$ cat src/rtl/regs_arb.sv
// rtl/regs_arb.sv - register file port arbiter between the core pipeline and a debug requester,
// with post-reset clearing, a starvation guard and read-after-write bypass.
module regs_arb #(
  parameter int W          = 32,
  parameter int STARVE_MAX = 15
) (
  input  logic         clk,
  input  logic         rst,
  input  logic         core_ren,
  input  logic [4:0]   core_rs1,
  input  logic [4:0]   core_rs2,
  input  logic         core_wen,
  input  logic [4:0]   core_rd,
  input  logic [W-1:0] core_rd_val,
  output logic [W-1:0] core_rs1_val,
  output logic [W-1:0] core_rs2_val,
  output logic         core_stall,
  input  logic         dbg_req_valid,
  output logic         dbg_req_ready,
  input  logic         dbg_req_we,
  input  logic [4:0]   dbg_req_addr,
  input  logic [W-1:0] dbg_req_wdata,
  output logic         dbg_rsp_valid,
  output logic [W-1:0] dbg_rsp_rdata,
  output logic         rf_ren,
  output logic [4:0]   rf_rs1,
  output logic [4:0]   rf_rs2,
  output logic         rf_wen,
  output logic [4:0]   rf_rd,
  output logic [W-1:0] rf_rd_val,
  input  logic [W-1:0] rf_rs1_val,
  input  logic [W-1:0] rf_rs2_val
);

  localparam int SW = (STARVE_MAX < 1) ? 1 : $clog2(STARVE_MAX + 1);

  typedef enum logic {S_CLEAR, S_RUN} state_t;

  state_t         state_q, state_d;
  logic [4:0]     clr_cnt_q;
  logic [SW-1:0]  starve_q;
  logic           core_rvalid_q;
  logic           rsp_pend_q;
  logic           rsp_rd_q;
  logic           byp1_q, byp2_q;
  logic [W-1:0]   byp_val_q;
  logic [W-1:0]   hold1_q, hold2_q;

  logic           starve_cyc;
  logic           core_ren_eff, core_wen_eff;
  logic           dbg_rd_gnt, dbg_wr_gnt;
  logic [W-1:0]   rs1_fix, rs2_fix;

  always_ff @(posedge clk or posedge rst) begin
    if (rst) state_q <= S_CLEAR;
    else     state_q <= state_d;
  end

  always_comb begin
    state_d = state_q;
    case (state_q)
      S_CLEAR: if (clr_cnt_q == 5'd31) state_d = S_RUN;
      S_RUN:   state_d = S_RUN;
      default: state_d = S_CLEAR;
    endcase
  end

  always_comb begin
    core_stall    = 1'b1;
    dbg_req_ready = 1'b0;
    rf_ren        = 1'b0;
    rf_rs1        = 5'd0;
    rf_rs2        = 5'd0;
    rf_wen        = 1'b0;
    rf_rd         = 5'd0;
    rf_rd_val     = '0;
    starve_cyc    = 1'b0;
    core_ren_eff  = 1'b0;
    core_wen_eff  = 1'b0;
    dbg_rd_gnt    = 1'b0;
    dbg_wr_gnt    = 1'b0;
    if (!rst) begin
      case (state_q)
        S_CLEAR: begin
          rf_wen = 1'b1;
          rf_rd  = clr_cnt_q;
        end
        S_RUN: begin
          // A starvation cycle steals both ports from the core for one cycle.
          starve_cyc    = dbg_req_valid && (starve_q == SW'(STARVE_MAX));
          core_ren_eff  = core_ren & ~starve_cyc;
          core_wen_eff  = core_wen & ~starve_cyc;
          dbg_rd_gnt    = dbg_req_valid & ~dbg_req_we & ~core_ren_eff;
          dbg_wr_gnt    = dbg_req_valid &  dbg_req_we & ~core_wen_eff;
          core_stall    = starve_cyc;
          dbg_req_ready = dbg_rd_gnt | dbg_wr_gnt;
          rf_ren        = core_ren_eff | dbg_rd_gnt;
          rf_rs1        = dbg_rd_gnt ? dbg_req_addr : core_rs1;
          rf_rs2        = dbg_rd_gnt ? 5'd0 : core_rs2;
          rf_wen        = (core_wen_eff && core_rd != 5'd0) ||
                          (dbg_wr_gnt && dbg_req_addr != 5'd0);
          rf_rd         = dbg_wr_gnt ? dbg_req_addr : core_rd;
          rf_rd_val     = dbg_wr_gnt ? dbg_req_wdata : core_rd_val;
        end
        default: ;
      endcase
    end
  end

  // The file returns the pre-write value on a same-edge hazard; substitute the written data.
  assign rs1_fix = byp1_q ? byp_val_q : rf_rs1_val;
  assign rs2_fix = byp2_q ? byp_val_q : rf_rs2_val;

  assign core_rs1_val  = rst ? '0 : (core_rvalid_q ? rs1_fix : hold1_q);
  assign core_rs2_val  = rst ? '0 : (core_rvalid_q ? rs2_fix : hold2_q);
  assign dbg_rsp_valid = ~rst & rsp_pend_q;
  assign dbg_rsp_rdata = (dbg_rsp_valid && rsp_rd_q) ? rs1_fix : '0;

  always_ff @(posedge clk or posedge rst) begin
    if (rst) begin
      clr_cnt_q     <= 5'd1;
      starve_q      <= '0;
      core_rvalid_q <= 1'b0;
      rsp_pend_q    <= 1'b0;
      rsp_rd_q      <= 1'b0;
      byp1_q        <= 1'b0;
      byp2_q        <= 1'b0;
      byp_val_q     <= '0;
      hold1_q       <= '0;
      hold2_q       <= '0;
    end else begin
      if (state_q == S_CLEAR) clr_cnt_q <= clr_cnt_q + 5'd1;
      if (state_q == S_RUN && dbg_req_valid && !dbg_req_ready)
        starve_q <= starve_q + SW'(1);
      else
        starve_q <= '0;
      core_rvalid_q <= core_ren_eff;
      rsp_pend_q    <= dbg_req_ready;
      rsp_rd_q      <= dbg_rd_gnt;
      byp1_q        <= rf_ren & rf_wen & (rf_rd != 5'd0) & (rf_rd == rf_rs1);
      byp2_q        <= rf_ren & rf_wen & (rf_rd != 5'd0) & (rf_rd == rf_rs2);
      byp_val_q     <= rf_rd_val;
      if (core_rvalid_q) begin
        hold1_q <= rs1_fix;
        hold2_q <= rs2_fix;
      end
    end
  end

endmodule

$ cat config.mk
export PLATFORM = sky130hd
export DESIGN_NAME = regs_arb
export DESIGN_NICKNAME = d
export VERILOG_FILES = /design/src/rtl/regs_arb.sv
export SDC_FILE = /design/constraint.sdc
export NUM_CORES = 1
export LEC_CHECK = 0
export ABC_AREA = 1
export CORE_MARGIN = 5
export CORE_UTILIZATION = 41
export DETAILED_ROUTE_END_ITERATION = 7
export GPL_ROUTABILITY_DRIVEN = 0
export GPL_TIMING_DRIVEN = 0
export PLACE_DENSITY_LB_ADDON = 0.08
export REMOVE_ABC_BUFFERS = 1
export SYNTH_ARGS = -nofsm -noshare
export SYNTH_HDL_FRONTEND = slang
export SYNTH_SLANG_ARGS = --single-unit
$ cat constraint.sdc
create_clock -name clk -period 8.7 [get_ports clk]
set_clock_uncertainty 0.1 [all_clocks]
set_input_delay 1.74 -clock clk [delete_from_list [all_inputs] [get_ports clk]]
set_output_delay 1.74 -clock clk [all_outputs]
set_load 0.02 [all_outputs]
After elaboration in Yosys (flattened, before gate mapping)

Index checks and enable logic that the tools add are counted.

Equal/unequal tests: 4
Add/sub/neg operators: 2
Bitwise gates (word level): 19
Reduce and logical (&&, ||, !) cells: 11
Mux-type cells: 34

Operator list:

| operator            | count |
|---|---|
| $mux 32             | 10 |
| $mux 5              | 8 |
| $reduce_bool 5->1   | 3 |
| $mux 1              | 12 |
| $and 1x1->1         | 11 |
| $eq 5x5->1          | 2 |
| $pmux 5 s2          | 1 |
| $logic_and 1x1->1   | 6 |
| $not 1->1           | 6 |
| $add 5x1->5 const B | 1 |
| $eq 5x5->1 const B  | 1 |
| $add 4x1->4 const B | 1 |
| $eq 4x4->1 const B  | 1 |
| $mux 4              | 1 |
| $pmux 1 s2          | 2 |
| $or 1x1->1          | 2 |
| $logic_not 1->1     | 1 |
| $logic_or 1x1->1    | 1 |

Output and inout bits: 148
Input port bits: 154
Register bits: 111

Depth between registers and ports, before layout

Gate-level depths: netlist of the first run.

Word-level depth: 13
Gate-level depth with buffers: 13
Mapped depth without buffers: 13

Worst setup path after synthesis of the first run

Ideal clock, no wire load.

Path kind: input -> output
Start point: in rst
End point: out rf_rd[1]
Path buffers: 1
Stages: 4
Arrival time: 5.857 ns
Data required time: 6.860 ns
Setup slack: 1.003 ns
Path through: inv_1 > clkbuf_1 > nand3_1 > inv_1

Cells in the longest elaborated chain, start to end: 1

Ends and longest elaborated chain:

| item        | line | RTL |
|---|---|---|
| from (decl) | 8    | `input logic rst,` |
| $mux 5      | 82   | `if (!rst) begin` |
| to (decl)   | 29   | `output logic [4:0] rf_rd,` |

No other way between the ends.

Worst setup path after layout of the first run

Start point: in dbg_req_valid
End point: out rf_rd_val[11]

Cells in the longest elaborated chain, start to end: 8
Elaborated cells between the ends (all ways): 9

Ends and longest elaborated chain:

| item              | line | RTL |
|---|---|---|
| from (decl)       | 18   | `input logic dbg_req_valid,` |
| $logic_and 1x1->1 | 90   | `starve_cyc = dbg_req_valid && (starve_q == SW'(STARVE_MAX));` |
| $not 1->1         | 92   | `core_wen_eff = core_wen & ~starve_cyc;` |
| $and 1x1->1       | 92   |  |
| $not 1->1         | 94   | `dbg_wr_gnt = dbg_req_valid & dbg_req_we & ~core_wen_eff;` |
| $and 1x1->1 (*)   | 94   |  |
| $mux 32 (*)       | 103  | `rf_rd_val = dbg_wr_gnt ? dbg_req_wdata : core_rd_val;` |
| $mux 32 (*)       | 83   | `case (state_q)` |
| $mux 32 (*)       | 82   |  |
| to (decl)         | 30   | `output logic [W-1:0] rf_rd_val,` |

Every way passes the cells marked *; elsewhere a longest branch is shown, timed or not.

==> summary.md, run 1 <==
| Metric | Value |
|---|---|
| Average footprint of a synthesized cell | 7.48 sq um |
| Yosys cell types | 33 |
| Row cnt | 44 |
| Wire length of the first global-routing pass | 33500 microns |
| Kind of launch point of the worst setup path | input pin |
| Cells taking the most area after synthesis | sky130_fd_sc_hd__dfrtp_1, sky130_fd_sc_hd__nor2_1, sky130_fd_sc_hd__o21ai_0 |
| Antenna violations before repair | 1 |
| Total wire length after detailed routing | 21000 microns |
| Area growth from synthesis to layout | 55.9% |
| Chip Width | 133 microns |
| Worst slew margin relative to its limit | 22.4% |
| Half-perimeter wire length after placement | 15100 microns |
| Worst path max stage delay | 0.65 ns |
| Maximum fanout along the worst path | 41 |
| Vias in the first global route | 6051 |
| Number of max-cap violations | 0 |
| Number of port buffers | 301 |
| Synth Warn # | 0 |
| Top-area cell type share of the netlist area | 44.7% |
| Most common library cell in the layout ignoring fill and taps | sky130_fd_sc_hd__clkdlybuf4s50_1 |
| Total grt overflow | 0 |
| GR Layer Usage met3 | 5.47% |
| Starting density of the core | 42.1% |
| Inserted Diodes | 0 |
| Crit. path cell count | 8 |
| All-Layer GR Usage | 23.8% |
| Worst slack after detailed placement | 2.29 ns |
| Beginning of the worst hold path | starve_q[0]$_DFF_PP0_ |
| Worst Path Arrival | 4.56 ns |
| Clk sink count | 111 |
| Clock tree from TritonCTS | yes |
| Flop and latch count out of synthesis | 111 |
| Vias after detailed routing | 6170 |
| Count of pins over their slew limit | 0 |
| Bufs and invs on worst path | 3 |
| Busiest metal layer after global routing | met2 |
| Number of failing hold endpoints at the final stage | 0 |
| Minimum hold slack | 0.368 ns |
| Required time of the critical path | 6.86 ns |
| Die Y-Extent | 133 microns |
| Fill cells | 1324 |
| Run status | completed |
| Cell repeated most along the worst path | sky130_fd_sc_hd__clkdlybuf4s50_1 |
| Critical path class | input pin to primary output |
| Met1 track demand over resource in global routing | 29.4% |
| Final Cycle Share | 73.5% |
| Final ANT Viol Nets | 0 |
| Io pins | 302 |
| Largest area contributor in the netlist | sky130_fd_sc_hd__dfrtp_1 |
| Layout cells sized above 1 | 3.93% |
| Net count reported at finish | 1246 |
| Largest delay share family, worst path | buffers and inverters |
| Number of buffers inserted during clock tree synthesis | 9 |
| Vias per cell | 4.83 |
| PnR Total Power | 1.37 mW |
| Largest net degree at the start of global routing | 97 |
| Unrepaired setup endpoints after global routing | no |
| Launching instance or port of the critical path | dbg_req_valid |
| Minimum setup slack among reg-to-reg paths | 6.05 ns |
| Number of DRC violations after detailed-routing iteration 0 | 442 |
| Worst setup EP type | primary output |
| Cell with the biggest individual delay on the critical path | sky130_fd_sc_hd__clkdlybuf4s50_1 |
| Clock slew at the register clock pins of the worst setup and hold paths | 0.07 ns |
| Count of cells along the worst register-to-register path | 9 |
| Quantity of gates resized following cts | 0 |
| Number of buffers between clock root and the deepest sink | 2 |
| Length of the first detailed-routing pass in iterations | 4 |
| Total number of H-tree levels | 3 |
| Core area | 0.0146 sq mm |
| Startpoint of the worst-slack reg-to-reg timing path | starve_q[0]$_DFF_PP0_ |
| Maximum vdd ir drop | 0.0922 mV |
| Root buffer selected by CTS | sky130_fd_sc_hd__clkbuf_16 |
| Sequential fraction of the synthesis area | 45.1% |
| Power density of the placed cells | 143 mW/mm^2 |
| Met2 track demand over resource | 40.8% |
| Total instance count after detailed placement | 1262 |
| Synth Cell Area | 0.00616 sq mm |
| Maximum clock frequency | 156 MHz |
| Lkg Pwr | 4.23 nW |
| Count of buffers added by post-CTS timing repair for setup | 0 |
| Final setup violating endpoints | 0 |
| DRC viols | 0 |
| Highest-count cells in the layout ignoring fill and taps | sky130_fd_sc_hd__clkdlybuf4s50_1, sky130_fd_sc_hd__nor2_1, sky130_fd_sc_hd__inv_1, sky130_fd_sc_hd__o21ai_0, sky130_fd_sc_hd__dfrtp_1 |
| Destination of the critical timing path | rf_rd_val[11] |
| Time the final worst path needs with I/O delays and setup | 6.40 ns |
| Area of the die | 0.0176 sq mm |
| Clk_lat worst skew | 0.35 ns |
| Cells along the critical path | clkdlybuf4s50_1 > nand2_1 > o21ai_4 > nand2_4 > inv_4 > o21ai_0 > nor2_1 > clkdlybuf4s50_1 |
| Hold buffer count at cts | 0 |
| Reg2reg end | byp2_q$_DFF_PP0_ |
| PnR worst setup slack | 2.30 ns |
| Fin cells | 1278 |
| Worst Tran Pin Value | 1.16 ns |
| Post-detailed-route wirelength per cell | 16.5 microns |
| Kind of path behind the tightest hold check | flop to flop |
| Number of cells produced by synthesis | 823 |
[worst min-delay path by stage]
stage	end	slack [ns]	cells after the start
6_report	starve_q[0]$_DFF_PP0_	0.37	1
5_1_grt	starve_q[0]$_DFF_PP0_	0.39	1
4_1_cts	starve_q[0]$_DFF_PP0_	0.38	1
3_5_place_dp	starve_q[0]$_DFF_PP0_	0.37	1
3_3_place_gp	starve_q[0]$_DFF_PP0_	0.35	1
2_1_floorplan	starve_q[0]$_DFF_PP0_	0.33	1
[flip-flops by register name, summed over array words and instances (netlist names)]
signal         cells
byp2_q             1
starve_q           4
byp1_q             1
clr_cnt_q          5
byp_val_q         32
hold1_q           32
rsp_pend_q         1
hold2_q           32
rsp_rd_q           1
core_rvalid_q      1
state_q            1
[stage by stage]
step                utilization, %  cell area (sq um)  TNS, ns
floorplan                        -               5950        0
global placement              62.8               9200  -102.48
detailed placement            63.6               9310        0
CTS                           65.6               9600        0
global route                  65.6               9610        0
finish                        65.6               9610        0
[layer usage]
metal	up-vias	share of wire, %
li1	3096	-
met1	2845	42
met2	199	49
met3	28	6.5
met4	2	2.4
met5	-	0.086
[power breakdown]
group	internal (mW)	leakage, nW	total (mW)	switching (mW)
clock network	0.222	0.142	0.406	0.183
registers	0.566	1.35	0.584	0.0179
logic	0.182	2.74	0.382	0.200
total	0.971	4.23	1.37	0.401
[cell usage after synthesis]
master and count:
sky130_fd_sc_hd__a21oi_1 1, sky130_fd_sc_hd__a21oi_4 1, sky130_fd_sc_hd__a31oi_1 1, sky130_fd_sc_hd__buf_1 12, sky130_fd_sc_hd__buf_2 9, sky130_fd_sc_hd__buf_6 1, sky130_fd_sc_hd__clkbuf_1 28, sky130_fd_sc_hd__dfrtp_1 110
sky130_fd_sc_hd__dfstp_2 1, sky130_fd_sc_hd__ha_1 3, sky130_fd_sc_hd__inv_1 129, sky130_fd_sc_hd__inv_2 4, sky130_fd_sc_hd__inv_4 1, sky130_fd_sc_hd__mux2i_1 32, sky130_fd_sc_hd__nand2_1 85, sky130_fd_sc_hd__nand2_2 2
sky130_fd_sc_hd__nand2_4 1, sky130_fd_sc_hd__nand3_1 38, sky130_fd_sc_hd__nand3b_1 3, sky130_fd_sc_hd__nor2_1 181, sky130_fd_sc_hd__nor2_2 1, sky130_fd_sc_hd__nor3_1 1, sky130_fd_sc_hd__nor3_2 1, sky130_fd_sc_hd__nor3b_1 1
sky130_fd_sc_hd__o211ai_1 1, sky130_fd_sc_hd__o21a_1 32, sky130_fd_sc_hd__o21ai_0 121, sky130_fd_sc_hd__o21ai_1 11, sky130_fd_sc_hd__o21ai_4 2, sky130_fd_sc_hd__o41ai_2 1, sky130_fd_sc_hd__or2_2 3, sky130_fd_sc_hd__xnor2_1 2
sky130_fd_sc_hd__xor2_1 3
[logic make-up after synthesis]
kind of cell | after synthesis | synth area share (%)
flops | 111 | 45.1
compound gates | 171 | 16.0
xor+xnor | 5 | 0.711
buf+inv | 184 | 11.6
simple gates | 317 | 20.8
fa+ha+maj | 3 | 0.609
mux | 32 | 5.20
[worst register-to-register path, stage by stage, from the launching register on]
cell and delay, ns:
sky130_fd_sc_hd__dfrtp_1 0.37, sky130_fd_sc_hd__ha_1 0.19, sky130_fd_sc_hd__nand2_2 0.12, sky130_fd_sc_hd__o21ai_4 0.32
sky130_fd_sc_hd__nand2_4 0.36, sky130_fd_sc_hd__inv_4 0.48, sky130_fd_sc_hd__o41ai_2 0.20, sky130_fd_sc_hd__a21oi_4 0.16
sky130_fd_sc_hd__nand2_2 0.10, sky130_fd_sc_hd__nor3_2 0.17
[final cells by class]
| cell class | count | area (sq um) | share of cell area [%] |
|---|---|---|---|
| clock inverter | 6 | 61.3 | 0.638 |
| tap | 184 | 230 | 2.40 |
| inverter | 134 | 510 | 5.31 |
| sequential | 111 | 2790 | 29.0 |
| timing repair buffer | 305 | 3110 | 32.4 |
| clock buffer | 10 | 229 | 2.38 |
| multi-input combinational | 528 | 2680 | 27.9 |
Power figures use the tool's default switching activity.
==> inputs of run 2 (changes only) <==
==> constraint.sdc (replaced) <==
create_clock -name clk -period 6.4 [get_ports clk]
set_clock_uncertainty 0.1 [all_clocks]
set_input_delay 1.28 -clock clk [delete_from_list [all_inputs] [get_ports clk]]
set_output_delay 1.28 -clock clk [all_outputs]
set_load 0.02 [all_outputs]
==> results of run 2 <==
The final DEF is identical to that of run 1. Status: completed.
Among the figures that moved: setup slack after placement 2.29 ns -> 0.913 ns; setup slack after layout 2.30 ns -> 0.924 ns; register-to-register setup slack 6.05 ns -> 3.75 ns; total power 1.37 mW -> 1.86 mW; worst IR drop on VDD 0.0922 mV -> 0.125 mV
==> variant, RTL diff (flow settings as in run 2) <==
The parameter `W` goes from 32 to 16.
--- a/src/rtl/regs_arb.sv
+++ b/src/rtl/regs_arb.sv
@@ -1,7 +1,7 @@
 // rtl/regs_arb.sv - register file port arbiter between the core pipeline and a debug requester,
 // with post-reset clearing, a starvation guard and read-after-write bypass.
 module regs_arb #(
-  parameter int W          = 32,
+  parameter int W          = 16,
   parameter int STARVE_MAX = 15
 ) (
   input  logic         clk,
Interface: changed (8 resized); port bits go from 302 to 174. No check against the original RTL was run, so the function may have changed too.
==> variant against run 2 <==
Sequential cell count decreased by 48; non-clock buffer count shrank 130; routed wire length down 44%; setup slack better by 0.27 ns; count of clock-buffer cells in the layout grew 2; largest power group unchanged; cell area shrank 40%; synthesized area decreased by 39%; worst hold slack improved by 0.0095 ns; critical endpoint is now rf_rd_val[5]; sequential share of layout area fell by 1.4 points; via count is 38% lower; power decreased by 41%.
==> variant: results (changes against run 2) <==
- Status: finished clean
- Cell Int Power: 776 uW (-41%)
- Biggest regs: byp_val_q: 16 flops, hold1_q: 16 flops, hold2_q: 16 flops
- Wl on met1: 5130 um (-42%)
- Vias per cell: 4.87 (+0.81%)
- Synth cell count leaders: nor2_1 (105), inv_1 (84), o21ai_0 (65), nand2_1 (64), dfrtp_1 (62)
- Sequential group power: 446 uW (-44%)
- Clock-pin slew on the worst setup and hold paths: 0.06 ns
- 1st-iter DRT viols: 147 (-67%)
- GRT met2 Usage: 35.4% (-5.3 points)
- Max Fclk: 0.192 GHz (+5.2%)
- Initial antenna violation count: 0 (-1)
- Final nets: 764 (-39%)
- Pre-CTS setup slack: 1.15 ns (+0.238 ns)
- Crit path largest cell delay: 0.64 ns
- Metal2 WL: 5550 um (-47%)
- Combinational power: 302 uW (-42%)
- R2R Setup Slk: 3.89 ns (+0.14 ns)
- Top Layer Used: met4
- Fill cells: 775 (-41%)
- Detailed placer's ending HPWL: 8580 um (-43%)
- Worst-Margin Slew: 0.961 ns (-0.202 ns)
- Top cells by area, synth: dfrtp_1 (42%), nor2_1 (11%), o21ai_0 (8.7%)
- Share of the yosys chip area belonging to registers: 42.2% (-2.9 points)
- Clk_lat worst skew: 0.33 ns (-0.02 ns)
- Port-buffer cells: 173 (-43%)
- Post-synth cell types: 33 (unchanged)
- Largest net degree at the start of global routing: 73 (-25%)
- GRT Resource Usage Total: 21.3% (-2.5 points)
- Standby leakage power: 0.00261 uW (-38%)
- CTS Root Buffer Type: clkbuf_8
- Met1 Resource Use GR: 26.7% (-2.7 points)
- First-pass GRT wire length: 19,000 um (-43%)
- Max VDD drop: 0.0000959 V (-23%)
- Metal3 WL: 935 um (-31%)
- Worst r2r path cells: 10 (+1)
- Met3 Usage GRT: 5.99% (+0.52 points)
- CP max FO: 26 (-37%)
- Vias in the first global route: 3,785 (-37%)
- CP arrival: 3.83 ns (-0.27 ns)
- Routed wire per std cell: 15.0 um (-8.8%)
- End of the critical path: rf_rd_val[5]
- ANT cells: 0 (unchanged)
-- variant: cell count changes in the layout (fill, tap and decap cells not counted), sizes merged, moves of 2 or more --
cell / change
clkbuf: +2
inv: -47
clkinv: -3
o21a: -16
nand2: -18
mux2i: -16
o21ai: -65
nand3b: -2
clkdlybuf4s50: -128
buf: -2
dfrtp: -48
nor2: -76
-- variant: stage by stage --
stage               std cells  cell area, um2  setup TNS (ns)  total power (uW)
finish                    783            5730               0              1090
global route              783            5730               0              1150
CTS                       783            5730               0              1110
detailed placement        768            5530               0               758
global placement          766            5480          -19.86               750
floorplan                 485            3610               0               597
-- variant: cells by family (layout without fill, tap and decap cells) --
group / after synthesis / in the layout / share of synthesized area, %
AND/OR/NAND/NOR: 222 / 222 / 25.1
buffers and inverters: 112 / 277 / 12.0
AO/OA/AOI/OAI: 89 / 89 / 14.3
flip-flops: 63 / 63 / 42.2
multiplexers: 16 / 16 / 4.29
XOR/XNOR: 5 / 5 / 1.17
adder cells (fa/ha/maj): 3 / 3 / 1.00
-- variant: area by class of cell --
class | count | area (um2) | area share, %
repair buffers | 175 | 1770 | 31.0
multi-input cells | 335 | 1710 | 29.9
flip-flops and latches | 63 | 1580 | 27.6
inverters | 87 | 329 | 5.74
clock buffers | 12 | 155 | 2.71
well taps | 108 | 135 | 2.36
clock inverters | 3 | 42.5 | 0.743
-- variant: worst min path at each step --
stage                start          end  slack (ns)
6_report       starve_q[0]  starve_q[0]        0.38
5_1_grt        starve_q[0]  starve_q[0]        0.42
4_1_cts        starve_q[0]  starve_q[0]        0.38
3_5_place_dp   starve_q[0]  starve_q[0]        0.38
3_3_place_gp   starve_q[0]  starve_q[0]        0.35
2_1_floorplan  starve_q[0]  starve_q[0]        0.33
